## src/rtl/seg7_scan_decoder_if.sv

```systemverilog
// seg7_scan_decoder_if: scanned display inputs and decoded digit outputs.
interface seg7_scan_decoder_if;
    logic [6:0]  seg;
    logic [3:0]  an;
    logic [15:0] value;
    logic [3:0]  digit_valid;
    logic        frame_valid;
    logic        err;
    logic [1:0]  err_digit;
    modport master (output seg, an, input value, digit_valid, frame_valid, err, err_digit);
    modport slave  (input seg, an, output value, digit_valid, frame_valid, err, err_digit);
endinterface

```

## src/rtl/seg7_scan_decoder.sv

```systemverilog
// seg7_scan_decoder: recovers hex digits from a multiplexed 7-segment display scan.
module seg7_scan_decoder #(
    parameter int STABLE_CYCLES  = 4,
    parameter bit SEG_ACTIVE_LOW = 1'b0,
    parameter bit AN_ACTIVE_LOW  = 1'b0
) (
    input logic clk,
    input logic rst_n,
    seg7_scan_decoder_if.slave bus
);
    typedef enum logic {TRACK, HOLD} state_t;
    state_t      state_q, state_d;
    logic [6:0]  seg_q, seg_d;
    logic [3:0]  an_q, an_d;
    logic [7:0]  cnt_q, cnt_d;
    logic [15:0] value_q, value_d;
    logic [3:0]  dv_q, dv_d, seen_q, seen_d, hit, code;
    logic        fv_q, fv_d, err_q, err_d, legal, chg, acc;
    logic [1:0]  errd_q, errd_d, idx;

    assign seg_d = SEG_ACTIVE_LOW ? ~bus.seg : bus.seg;
    assign an_d  = AN_ACTIVE_LOW ? ~bus.an : bus.an;
    assign chg   = {an_d, seg_d} != {an_q, seg_q};
    assign cnt_d = chg ? 8'd1 : cnt_q + {7'd0, cnt_q != 8'hFF};
    assign acc   = state_q == TRACK && cnt_q == 8'(STABLE_CYCLES) && $onehot(an_q);
    assign idx   = {an_q[3] | an_q[2], an_q[3] | an_q[1]};
    assign hit   = 4'b0001 << idx;

    always_comb begin
        legal = 1'b1;
        code  = 4'h0;
        case (seg_q)
            7'h3F: code = 4'h0;
            7'h06: code = 4'h1;
            7'h5B: code = 4'h2;
            7'h4F: code = 4'h3;
            7'h66: code = 4'h4;
            7'h6D: code = 4'h5;
            7'h7D: code = 4'h6;
            7'h07: code = 4'h7;
            7'h7F: code = 4'h8;
            7'h6F: code = 4'h9;
            7'h77: code = 4'hA;
            7'h7C: code = 4'hB;
            7'h39: code = 4'hC;
            7'h5E: code = 4'hD;
            7'h79: code = 4'hE;
            7'h71: code = 4'hF;
            default: legal = 1'b0;
        endcase
    end

    // A change always wins over accept so a moving input never parks in HOLD
    always_comb begin
        state_d = chg ? TRACK : acc ? HOLD : state_q;
        value_d = value_q;
        dv_d    = dv_q;
        seen_d  = seen_q;
        errd_d  = errd_q;
        fv_d    = 1'b0;
        err_d   = 1'b0;
        if (acc && legal) begin
            value_d[{idx, 2'b00} +: 4] = code;
            dv_d   = dv_q | hit;
            fv_d   = (seen_q | hit) == 4'hF;
            seen_d = fv_d ? 4'h0 : seen_q | hit;
        end else if (acc) begin
            err_d  = 1'b1;
            errd_d = idx;
            dv_d   = dv_q & ~hit;
        end
    end

    always_ff @(posedge clk) begin
        if (!rst_n) begin
            state_q <= TRACK;
            seg_q   <= 7'h00;
            an_q    <= 4'h0;
            cnt_q   <= 8'h00;
            value_q <= 16'h0000;
            dv_q    <= 4'h0;
            seen_q  <= 4'h0;
            fv_q    <= 1'b0;
            err_q   <= 1'b0;
            errd_q  <= 2'd0;
        end else begin
            state_q <= state_d;
            seg_q   <= seg_d;
            an_q    <= an_d;
            cnt_q   <= cnt_d;
            value_q <= value_d;
            dv_q    <= dv_d;
            seen_q  <= seen_d;
            fv_q    <= fv_d;
            err_q   <= err_d;
            errd_q  <= errd_d;
        end
    end

    assign bus.value       = value_q;
    assign bus.digit_valid = dv_q;
    assign bus.frame_valid = fv_q;
    assign bus.err         = err_q;
    assign bus.err_digit   = errd_q;
endmodule

```

## src/flat_wrapper.sv

```systemverilog
// flat-port wrapper written by rule: the top's interface ports become plain ports
module seg7_scan_decoder_flat 
#(
    parameter int STABLE_CYCLES  = 4,
    parameter bit SEG_ACTIVE_LOW = 1'b0,
    parameter bit AN_ACTIVE_LOW  = 1'b0
)
  (clk, rst_n, bus_seg, bus_an, bus_value, bus_digit_valid, bus_frame_valid, bus_err, bus_err_digit);
  seg7_scan_decoder_if bus_i ();
  input logic clk;
  input logic rst_n;
  input wire logic [$bits(bus_i.seg)-1:0] bus_seg;
  input wire logic [$bits(bus_i.an)-1:0] bus_an;
  output wire logic [$bits(bus_i.value)-1:0] bus_value;
  output wire logic [$bits(bus_i.digit_valid)-1:0] bus_digit_valid;
  output wire logic [$bits(bus_i.frame_valid)-1:0] bus_frame_valid;
  output wire logic [$bits(bus_i.err)-1:0] bus_err;
  output wire logic [$bits(bus_i.err_digit)-1:0] bus_err_digit;
  assign bus_i.seg = bus_seg;
  assign bus_i.an = bus_an;
  assign bus_value = bus_i.value;
  assign bus_digit_valid = bus_i.digit_valid;
  assign bus_frame_valid = bus_i.frame_valid;
  assign bus_err = bus_i.err;
  assign bus_err_digit = bus_i.err_digit;
  seg7_scan_decoder #(.STABLE_CYCLES(STABLE_CYCLES), .SEG_ACTIVE_LOW(SEG_ACTIVE_LOW), .AN_ACTIVE_LOW(AN_ACTIVE_LOW)) u_core (.clk(clk), .rst_n(rst_n), .bus(bus_i));
endmodule
```

## config.mk

```make
export PLATFORM = sky130hd
export DESIGN_NAME = seg7_scan_decoder_flat
export DESIGN_NICKNAME = d
export VERILOG_FILES = /design/src/rtl/seg7_scan_decoder_if.sv /design/src/rtl/seg7_scan_decoder.sv /design/src/flat_wrapper.sv
export SDC_FILE = /design/constraint.sdc
export NUM_CORES = 1
export LEC_CHECK = 0
export CORE_MARGIN = 4
export CORE_UTILIZATION = 50
export CTS_CLUSTER_DIAMETER = 100
export CTS_CLUSTER_SIZE = 28
export DETAILED_ROUTE_END_ITERATION = 10
export PLACE_DENSITY = 0.79
export SLEW_MARGIN = 20
export SYNTH_ARGS = -nofsm -noshare
export SYNTH_HDL_FRONTEND = slang
export SYNTH_SLANG_ARGS = --single-unit
```

## constraint.sdc

```tcl
create_clock -name clk -period 3.1 [get_ports clk]
set_input_delay 0.775 -clock clk [delete_from_list [all_inputs] [get_ports clk]]
set_output_delay 0.775 -clock clk [all_outputs]
set_load 0.05 [all_outputs]
```

==> impl_metrics.tcl <==
set metrics [dict create \
    wire_per_inst_um 14.5 \
    antenna_found_initial 0 \
    drt_iter0_drc 110 \
    hp-class "reg -> reg" \
    root_buffer "clkbuf_8" \
    core_region_area_sq_um 4880 \
    antennaDiodeCount 0 \
    worst-slew-pin-transition_ps 745 \
    outcome "complete, no violations" \
    placedCellCount 359 \
    nets 327 \
    die_x_um 80.1 \
    cts_hold_buffers 0 \
    synth_common_cells "dfxtp_1, inv_1, ha_1, xnor2_1" \
    reg2reg_depth 10 \
    die_h_um 80.1 \
    switching_share_pct 24.9 \
    p_per_area_nw_per_um2 366 \
    finalNonFillerCells 366 \
    required_ps 3300 \
    grt_pass1_wl_mm 8.95 \
    synth_edf_count 0 \
    fin_area_sq_um 3060 \
    hold_path_end "u_core.bus.value[0]" \
    drv_cap 0 \
    io_pins 37 \
    drive_above_1_share_pct 10.7 \
    finalHoldViolCount 0 \
    cts_max_path_buffers 2 \
    syn_area_per_cell_sq_um 9.71 \
    cts_setup_buffers 0 \
    cts_resized 0 \
    peakVddDrop_uv 200 \
    routed.top_layer "met4" \
    synthTopCellsByArea "dfxtp_1, ha_1, xnor2_1" \
    place_area_sq_um 2980 \
    vias_per_cell 5.67 \
    intPower_uw 842 \
    gp_congestion 0.822 \
    slew_viol_final 0 \
    track_usage_pct 17.3 \
    cts_tree "yes" \
    postLayoutCoreUtil_pct 62.8 \
    route.met2.wl_mm 2.52 \
    route.met3.wl_um 211 \
    yosysMostFrequentCell "dfxtp_1" \
    first_global_vias 1943 \
    hold_depth 2 \
    clk_pin_slew_ps 80 \
    portBuffers 36 \
    async_flop_share_pct 0 \
    holdCritStartpoint "u_core.bus.value[0]" \
    synth_cell_types 56 \
    vias 2075 \
    sequentialPowerShare_pct 57.8 \
    setup.worst_path.class "reg -> reg" \
    skew_ps 3.54 \
    arrival_ps 2860 \
    fin_crit_sh_pct 85.9 \
    cp-end-kind "flip-flop" \
    fmax_mhz 376 \
    path_max_fanout 12 \
    rrSetupSlack_ps 440 \
    cts_max_level 2 \
    synth.cell_area_sq_um 2600 \
    start_kind "flip-flop" \
    ant_nets 0 \
    pwr-share-comb_pct 11.3 \
    synth.largest_area_cell "dfxtp_1" \
    cts_buffers 5 \
    synthesis.nets 296 \
    rsz0062_at_grt "no" \
    dp_hpwl_mm 3.99 \
    timing.rr.end "u_core.bus.err_digit[1]" \
    setup_viol_count_final 0 \
    cts_sinks 48 \
    fin_setup_tns_ps 0 \
    die_area_sq_um 6420 \
    synth_seq_cells 48 \
    ys.flop_type "dfxtp_1" \
    p_sw_uw 278 \
    syn_inst 268 \
    dr.pass1.iters 4 \
    area_growth_pct 17.7 \
    r2r_start "u_core.an_q[3]" \
    power.share.clock_pct 30.8 \
    yosysWarnings 0 \
    dp_slack_ps 287 \
    grt_max_degree 23 \
    synth_top_area_share_pct 36.9 \
    ys_seq_area_share_pct 36.9 \
    grt_overflow 0 \
    rows 25 \
    clk_latency_ps 290 \
    m1WireLength_mm 2.50 \
    start_util_pct 53.3 \
    max_slew_margin_pct 50.2 \
    cellLeakagePower_nw 1.01 \
    routed_wl_mm 5.30 \
    fin_ws_ps 437 \
    period_needed_ps 2660 \
    drc 0 \
]
## registers in the layout (all words and copies together) (netlist names), named ones only
register / count
u_core.bus.value: 16
u_core.cnt_q: 8
u_core.bus.err_digit: 2
u_core.bus.err: 1
u_core.state_q: 1
u_core.seg_q: 7
u_core.seen_q: 4
u_core.an_q: 4
u_core.bus.frame_valid: 1
## kinds of logic (layout without fill, tap and decap cells)
family          after synthesis  count (layout)  share of synthesized area [%]
xor+xnor                     19              19                           6.40
fa+ha+maj                    15              15                           7.50
flops                        48              48                           36.9
buf+inv                      36              67                           6.49
simple gates                 87              87                           21.0
mux                           1               1                          0.433
compound gates               62              62                           21.2
## layout by cell type, fill, tap and decap left out, types with 2 or more instances in the layout
cell	netlist	final
nand4bb_1	3	3
clkbuf_8	0	5
nand3_1	12	12
nand2b_1	3	3
and2_1	12	12
nor4_1	3	3
nand4b_1	3	3
inv_1	21	21
clkdlybuf4s50_1	0	36
a21oi_1	11	11
ha_1	14	14
and3_1	6	5
nor3_1	3	3
nor2_1	13	13
a32o_1	4	4
buf_4	3	3
o211ai_2	2	2
a311oi_1	2	2
xor2_1	5	5
nand2_1	9	9
xnor2_1	14	14
o22ai_1	13	13
and4b_1	2	2
a31oi_1	3	3
nand4_1	6	6
a31oi_4	4	4
o221a_1	7	7
o211ai_1	3	3
dfxtp_1	48	48
nand3b_1	2	2
or3_4	2	2
## stage by stage
step	total power [mW]	hold slack [ps]
after detailed placement	0.790	451
final	1.12	461
after global routing	1.17	482
after global placement	0.785	442
after floorplan	0.749	462
after CTS	1.13	463
## area by class of cell
cell class,count,area (sq um)
Clock buffer,6,72.6
Fill cell,433,1820
Multi-Input combinational cell,184,1480
Clock inverter,1,5.00
Timing Repair Buffer,39,383
Tap cell,67,83.8
Sequential cell,48,961
Inverter,21,78.8
## how the worst max path moves through the flow
stage              startpoint                       to  slack, ps  depth (start not counted)
6_report       u_core.an_q[3]  u_core.bus.err_digit[1]        440                         10
5_1_grt        u_core.an_q[3]     u_core.bus.value[15]        170                         10
4_1_cts        u_core.an_q[3]  u_core.bus.err_digit[1]        250                         10
3_5_place_dp   u_core.an_q[3]  u_core.bus.err_digit[1]        290                         10
3_3_place_gp   u_core.an_q[3]     u_core.bus.value[15]        400                         10
2_1_floorplan  u_core.an_q[3]      u_core.bus.value[3]        660                         10
## worst max-delay path: stages, from the launching register on
cell	delay, ps
dfxtp_1	400
inv_1	60
ha_1	280
ha_1	140
inv_1	50
fa_1	470
nor4b_2	200
and3_2	360
buf_4	220
a31oi_1	90
a311oi_1	290
## power groups by stage
stage               clock network (mW)  logic, mW  registers (mW)
floorplan                            0     0.0978           0.652
global placement                     0      0.124           0.661
detailed placement                   0      0.127           0.662
CTS                              0.356      0.128           0.648
global route                     0.377      0.140           0.651
finish                           0.346      0.127           0.648
## metal layers
metal	GRT usage [%]	vias up
met2	29.1	44
met5	0	-
met1	22.8	981
met4	5.07	0
met3	2.80	8
li1	-	1042
No activity file was read; power rests on OpenSTA's default activity.
